--- src/rtl/lsu_pkg.sv ---
// Load/store unit shared types: access size and control state encodings,
// plus the byte-enable helper used for lane mapping.
package lsu_pkg;

  typedef enum logic [1:0] {
    LSU_SIZE_BYTE = 2'b00,
    LSU_SIZE_HALF = 2'b01,
    LSU_SIZE_WORD = 2'b10,
    LSU_SIZE_BAD  = 2'b11
  } lsu_size_t;

  typedef enum logic [2:0] {
    LSU_IDLE,
    LSU_REQ0,
    LSU_WAIT0,
    LSU_REQ1,
    LSU_WAIT1,
    LSU_RESP
  } lsu_state_t;

  // 7-bit enables: bits [6:4] are the lanes that spill into the next word.
  function automatic logic [6:0] lsu_be(
    input lsu_size_t  size,
    input logic [1:0] off
  );
    logic [6:0] b;
    case (size)
      LSU_SIZE_BYTE: b = 7'b0000001;
      LSU_SIZE_HALF: b = 7'b0000011;
      LSU_SIZE_WORD: b = 7'b0001111;
      default:       b = 7'b0000000;
    endcase
    return b << off;
  endfunction

endpackage

--- src/rtl/lsu_align.sv ---
// Lane shifter: byte enables / write data shifted into memory lanes, and
// load data merged from up to two words, masked and extended.
// Ports: size, uns, off, wdata, rdata0, rdata1 -> be, wdata_lo/hi, rdata.
module lsu_align
  import lsu_pkg::*;
(
  input  lsu_size_t   size,
  input  logic        uns,
  input  logic [1:0]  off,
  input  logic [31:0] wdata,
  input  logic [31:0] rdata0,
  input  logic [31:0] rdata1,
  output logic [6:0]  be,
  output logic [31:0] wdata_lo,
  output logic [31:0] wdata_hi,
  output logic [31:0] rdata
);

  logic [63:0] wide;
  logic [31:0] raw;

  always_comb begin
    be       = lsu_be(size, off);
    wide     = {32'b0, wdata} << {off, 3'b000};
    wdata_lo = wide[31:0];
    wdata_hi = wide[63:32];
    // rdata1 only contributes above the first word's remaining bytes
    raw      = 32'({rdata1, rdata0} >> {off, 3'b000});
    rdata    = raw;
    unique case (size)
      LSU_SIZE_BYTE: rdata = {{24{~uns & raw[7]}}, raw[7:0]};
      LSU_SIZE_HALF: rdata = {{16{~uns & raw[15]}}, raw[15:0]};
      default:       rdata = raw;
    endcase
  end

endmodule

--- src/rtl/load_store_unit.sv ---
// Load/store unit: one request at a time onto a req/gnt/rvalid word bus.
// Datapath side: req_* in, resp_* out. Memory side: mem_* bus.
// LSU_MISALIGNED_EN: when defined, misaligned accesses are served
// (split into two bus accesses when they cross a word); else they error.
module load_store_unit
  import lsu_pkg::*;
#(
  parameter int unsigned TIMEOUT = 256
) (
  input  logic        clk_i,
  input  logic        reset_i,
  input  logic        req_valid_i,
  output logic        req_ready_o,
  input  logic        req_we_i,
  input  logic [1:0]  req_size_i,
  input  logic        req_unsigned_i,
  input  logic [31:0] req_addr_i,
  input  logic [31:0] req_wdata_i,
  output logic        resp_valid_o,
  output logic [31:0] resp_rdata_o,
  output logic        resp_err_o,
  output logic        mem_req_o,
  input  logic        mem_gnt_i,
  output logic [31:0] mem_addr_o,
  output logic        mem_we_o,
  output logic [3:0]  mem_be_o,
  output logic [31:0] mem_wdata_o,
  input  logic        mem_rvalid_i,
  input  logic [31:0] mem_rdata_i
);

  localparam int CW = (TIMEOUT > 1) ? $clog2(TIMEOUT) : 1;

  lsu_state_t  state;
  lsu_size_t   size_q;
  logic        we_q, uns_q, split_q;
  logic [1:0]  off_q;
  logic [31:0] r0_q, wdata_hi_q;
  logic [3:0]  be_hi_q;
  logic [CW-1:0] cnt;

  logic        idle, reject, split, tmo, a_uns;
  lsu_size_t   a_size;
  logic [1:0]  a_off;
  logic [6:0]  a_be;
  logic [31:0] a_r0, a_r1, a_wlo, a_whi, a_rdata;

  assign idle        = (state == LSU_IDLE);
  assign req_ready_o = idle;

  // While idle the shifter sees the incoming request; afterwards the
  // latched fields, so loads are aligned with the access's own size/offset.
  assign a_size = idle ? lsu_size_t'(req_size_i) : size_q;
  assign a_uns  = idle ? req_unsigned_i : uns_q;
  assign a_off  = idle ? req_addr_i[1:0] : off_q;
  assign a_r0   = (state == LSU_WAIT1) ? r0_q : mem_rdata_i;
  assign a_r1   = (state == LSU_WAIT1) ? mem_rdata_i : 32'h0;

  lsu_align u_align (
    .size     (a_size),
    .uns      (a_uns),
    .off      (a_off),
    .wdata    (req_wdata_i),
    .rdata0   (a_r0),
    .rdata1   (a_r1),
    .be       (a_be),
    .wdata_lo (a_wlo),
    .wdata_hi (a_whi),
    .rdata    (a_rdata)
  );

`ifdef LSU_MISALIGNED_EN
  assign reject = (req_size_i == 2'b11);
  assign split  = |a_be[6:4];
`else
  logic mis;
  assign mis = (req_size_i == 2'b01 && req_addr_i[0])
            || (req_size_i == 2'b10 && req_addr_i[1:0] != 2'b00);
  assign reject = (req_size_i == 2'b11) || mis;
  assign split  = 1'b0;
`endif

  assign tmo = (TIMEOUT != 0) && (cnt == CW'(TIMEOUT - 1));

  always_ff @(posedge clk_i) begin
    if (reset_i) begin
      state        <= LSU_IDLE;
      size_q       <= LSU_SIZE_BYTE;
      we_q         <= 1'b0;
      uns_q        <= 1'b0;
      split_q      <= 1'b0;
      off_q        <= 2'b00;
      r0_q         <= '0;
      wdata_hi_q   <= '0;
      be_hi_q      <= '0;
      cnt          <= '0;
      mem_req_o    <= 1'b0;
      mem_addr_o   <= '0;
      mem_we_o     <= 1'b0;
      mem_be_o     <= '0;
      mem_wdata_o  <= '0;
      resp_valid_o <= 1'b0;
      resp_err_o   <= 1'b0;
      resp_rdata_o <= '0;
    end else begin
      unique case (state)
        LSU_IDLE: if (req_valid_i) begin
          size_q     <= lsu_size_t'(req_size_i);
          we_q       <= req_we_i;
          uns_q      <= req_unsigned_i;
          off_q      <= req_addr_i[1:0];
          split_q    <= split;
          be_hi_q    <= {1'b0, a_be[6:4]};
          wdata_hi_q <= a_whi;
          if (reject) begin
            state        <= LSU_RESP;
            resp_valid_o <= 1'b1;
            resp_err_o   <= 1'b1;
            resp_rdata_o <= '0;
          end else begin
            state       <= LSU_REQ0;
            mem_req_o   <= 1'b1;
            mem_addr_o  <= {req_addr_i[31:2], 2'b00};
            mem_we_o    <= req_we_i;
            mem_be_o    <= a_be[3:0];
            mem_wdata_o <= a_wlo;
          end
        end
        LSU_REQ0, LSU_REQ1: if (mem_gnt_i) begin
          mem_req_o <= 1'b0;
          cnt       <= '0;
          state     <= (state == LSU_REQ0) ? LSU_WAIT0 : LSU_WAIT1;
        end
        LSU_WAIT0, LSU_WAIT1: begin
          if (mem_rvalid_i) begin
            if (state == LSU_WAIT0 && split_q) begin
              r0_q        <= mem_rdata_i;
              state       <= LSU_REQ1;
              mem_req_o   <= 1'b1;
              mem_addr_o  <= mem_addr_o + 32'd4;
              mem_be_o    <= be_hi_q;
              mem_wdata_o <= wdata_hi_q;
            end else begin
              state        <= LSU_RESP;
              resp_valid_o <= 1'b1;
              resp_err_o   <= 1'b0;
              resp_rdata_o <= we_q ? 32'h0 : a_rdata;
            end
          end else if (tmo) begin
            state        <= LSU_RESP;
            resp_valid_o <= 1'b1;
            resp_err_o   <= 1'b1;
            resp_rdata_o <= '0;
          end else begin
            cnt <= cnt + 1'b1;
          end
        end
        LSU_RESP: begin
          state        <= LSU_IDLE;
          resp_valid_o <= 1'b0;
          resp_err_o   <= 1'b0;
          resp_rdata_o <= '0;
        end
        default: state <= LSU_IDLE;
      endcase
    end
  end

endmodule
--- config.mk ---
export PLATFORM = sky130hd
export DESIGN_NAME = load_store_unit
export DESIGN_NICKNAME = d
export VERILOG_FILES = /design/src/rtl/lsu_pkg.sv /design/src/rtl/lsu_align.sv /design/src/rtl/load_store_unit.sv
export SDC_FILE = /design/constraint.sdc
export NUM_CORES = 1
export LEC_CHECK = 0
export BUFFER_PORTS_ARGS = -buffer_cell sky130_fd_sc_hd__buf_2
export CORE_MARGIN = 2
export CORE_UTILIZATION = 54
export DETAILED_ROUTE_END_ITERATION = 8
export GPL_ROUTABILITY_DRIVEN = 0
export PLACE_DENSITY_LB_ADDON = 0.25
export SETUP_SLACK_MARGIN = 0.1
export SLEW_MARGIN = 20
export SYNTH_ARGS = -nofsm -noshare
export SYNTH_HDL_FRONTEND = slang
export SYNTH_SLANG_ARGS = --single-unit
--- constraint.sdc ---
create_clock -name clk_i -period 6.2 [get_ports clk_i]
set_input_delay 0.93 -clock clk_i [delete_from_list [all_inputs] [get_ports clk_i]]
set_output_delay 0.93 -clock clk_i [all_outputs]
set_load 0.01 [all_outputs]
==> metrics <==
worst-skew pair later-pin latency 0.53 ns; Total Power 3.31 mW; HP Class reg2reg; global route overflow 0; Post-Syn Instances 712; clock root cell clkbuf_8; Max Cap Viol 0; post-route cell area 7320 um2; RSZ-0062 raised after global routing false; smallest hold slack 0.442 ns; synthesized area 5770 um2; die height 107 um; ranking of synthesized cells by area dfxtp_1 41%, nand2_1 11%, a21oi_1 6.4%, nor2_1 4.6%, mux2i_1 4.0%; clk sinks 119; Rel. slew slack 0.322; worst path cell trace nor3_4 > mux2_2 > a221oi_2 > a211oi_2 > o31ai_4 > o2bb2ai_1; routed via count 6054; Top Ports 210; FF-to-FF path depth 6; required time of the critical path 6.57 ns; fin crit share 0.530; CP max stage delay 0.69 ns; Synth top area share 0.413; drt drc 0; Post-CTS Repair Setup Buffers 0; Critical Path Start state[0]$_SDFFE_PP0P_; sequential share of the synthesized area 0.413; Worst Setup Start Kind flop; R2R setup slack 2.91 ns; fmax 304 MHz; Nets 1002; cts repair resizes 0; ys flop type dfxtp_1; crit end category flop; GRT Total Usage 0.299; WL final 17.6 mm; routed len/inst 16.9 um; ANT cells 0; post-synth cell types 63; Clock transition at path regs 0.06 ns; Hold Path End resp_err_o$_SDFFE_PP0P_; first-pass GRT wire length 27.4 mm; initial core utilization 0.557; asr flop ratio synth 0; FP Rows 37; Die X 107 um; number of DRC markers in iteration 0 594; dpl cell area 6770 um2; Crit Path Class reg2reg; maximum VDD drop 0.239 mV; Crit Reg-Reg Endpoint resp_rdata_o[28]$_SDFFE_PP0P_; status completed; initial antenna violation count 0; PwrDens 452 nW/um2; Yosys top cell by area dfxtp_1; CTS Buffer Depth 2; Final Setup Violations 0; Hold Crit Start resp_err_o$_SDFFE_PP0P_; Tmin final 3.29 ns; core area 10400 um2; H-tree depth 4; Post-synth EDFFs 0; Ys Warns 0; final setup margin 2.91 ns; area delta synth->final 26.8%; vias in the first global route 5715; register bit total from synthesis 119; I/O Buffers 207; Die ar. 11500 um2; Reg-to-Reg Start state[0]$_SDFFE_PP0P_; Final Slew Violations 0; hold buffer count at cts 0; Routed Antenna Nets 0; peak fanout along the critical path 32; mean area per synthesized cell 8.11 um2; final hold violations 0; Setup Slack @ Placement 2.80 ns; CP Data Arrival Time 3.66 ns; Hold Crit Depth 2; Least-Margin Pin Slew 1.02 ns; Vias/cell 5.82; CTS buffer count 17; Pleak 3.30 nW; DP Wirelength 12.1 mm; clk_skew 0.00951 ns; Slowest cell on crit path o31ai_4; CTS tree built; setup TNS 0 ns; First-pass DRT Iterations 5; largest net degree at the start of global routing 93; share of layout cells above drive strength 1 0.307
## synth_stat cells (5+ instances only)
cell type / n
nand3_1: 12
a32oi_1: 8
ha_1: 5
o2bb2ai_1: 16
a22o_1: 10
a21oi_1: 74
o221a_2: 5
o22ai_1: 8
buf_4: 5
buf_6: 5
inv_1: 7
clkbuf_1: 29
buf_2: 14
dfxtp_1: 119
o221ai_1: 5
nor2_1: 71
a211oi_1: 10
nand2_1: 173
a22oi_1: 24
o211ai_1: 10
mux2i_1: 23
o21ai_0: 12
## cells in the final DEF, fill, tap and decap left out, types with 3 or more instances in the layout
| master | count |
|---|---|
| clkinv_2 | 3 |
| a32oi_1 | 8 |
| and3_1 | 3 |
| mux2_2 | 4 |
| clkbuf_16 | 16 |
| nor2_1 | 71 |
| nand3_1 | 12 |
| a221o_1 | 3 |
| o211ai_1 | 10 |
| o22ai_1 | 8 |
| a22o_1 | 10 |
| mux2i_1 | 22 |
| clkinvlp_4 | 5 |
| xor2_1 | 4 |
| ha_1 | 5 |
| a22oi_1 | 24 |
| nand2b_1 | 4 |
| o21a_1 | 3 |
| inv_1 | 7 |
| o2bb2ai_1 | 16 |
| nand2_1 | 172 |
| dfxtp_1 | 119 |
| nand4_1 | 3 |
| o221ai_1 | 5 |
| a211oi_1 | 10 |
| buf_4 | 6 |
| buf_2 | 207 |
| inv_6 | 3 |
| o221a_2 | 5 |
| a21oi_1 | 74 |
| o21ai_0 | 12 |
## logic make-up after synthesis
| group | share of synthesized area |
|---|---|
| AOI/OAI and AO/OA | 0.258 |
| xor gates and xnor gates | 0.00910 |
| muxes | 0.0503 |
| buffers and inverters | 0.0525 |
| and+or+nand+nor | 0.206 |
| adders and majority gates | 0.0108 |
| other | 0.000650 |
| DFF | 0.413 |
## registers in the layout, summed over array words and instances, names as in the netlist, 2 cells and up
name          flops
mem_be_o          4
size_q            2
mem_wdata_o      32
state             3
cnt               8
mem_addr_o       30
off_q             2
resp_rdata_o     32
## metal layers
| metal | track usage | up-vias | share of wire |
|---|---|---|---|
| met1 | 0.398 | 2802 | 0.42 |
| met4 | 0.114 | 0 | 0.023 |
| met5 | 0 | - | 0 |
| met3 | 0.0690 | 42 | 0.089 |
| met2 | 0.472 | 320 | 0.46 |
| li1 | - | 2890 | - |
## final cells by class
class / count / area, um2
Multi-Input combinational cell: 533 / 3110
Fill cell: 866 / 3050
Sequential cell: 119 / 2380
Timing Repair Buffer: 213 / 1080
Clock buffer: 18 / 418
Tap cell: 136 / 170
Clock inverter: 14 / 126
Inverter: 8 / 30.0
## worst max path at each step
stage                                    end  slack [ns]  cells past startpoint
2_1_floorplan  resp_rdata_o[11]$_SDFFE_PP0P_        3.70                      8
3_3_place_gp        mem_be_o[1]$_SDFFE_PP0P_        2.94                      7
3_5_place_dp    mem_wdata_o[13]$_SDFFE_PP0P_        2.80                      7
4_1_cts         mem_wdata_o[13]$_SDFFE_PP0P_        2.93                      6
5_1_grt        resp_rdata_o[28]$_SDFFE_PP0P_        2.70                      6
6_report       resp_rdata_o[28]$_SDFFE_PP0P_        2.91                      6
## report_power, final
group / leakage, nW / total (mW) / internal [mW] / switching [mW]
sequential: 0.966 / 0.976 / 0.878 / 0.0981
clock: 0.254 / 0.901 / 0.532 / 0.369
combinational: 2.08 / 1.43 / 0.522 / 0.909
total: 3.30 / 3.31 / 1.93 / 1.38
## worst max-delay path: cells and delay by family (launching register included)
family           cells  cell delay, ns
flip-flops           1            0.52
AND/OR/NAND/NOR      1            0.64
AO/OA/AOI/OAI        4            1.31
multiplexers         1            0.66
## through the flow
| stage | instances | utilization |
|---|---|---|
| 6_report | 1041 | 0.706 |
| 5_1_grt | 1041 | 0.706 |
| 4_1_cts | 1041 | 0.705 |
| 3_5_place_dp | 1009 | 0.653 |
| 3_3_place_gp | 1009 | 0.653 |
| 2_1_floorplan | 713 | - |
Power figures use the tool's default switching activity.
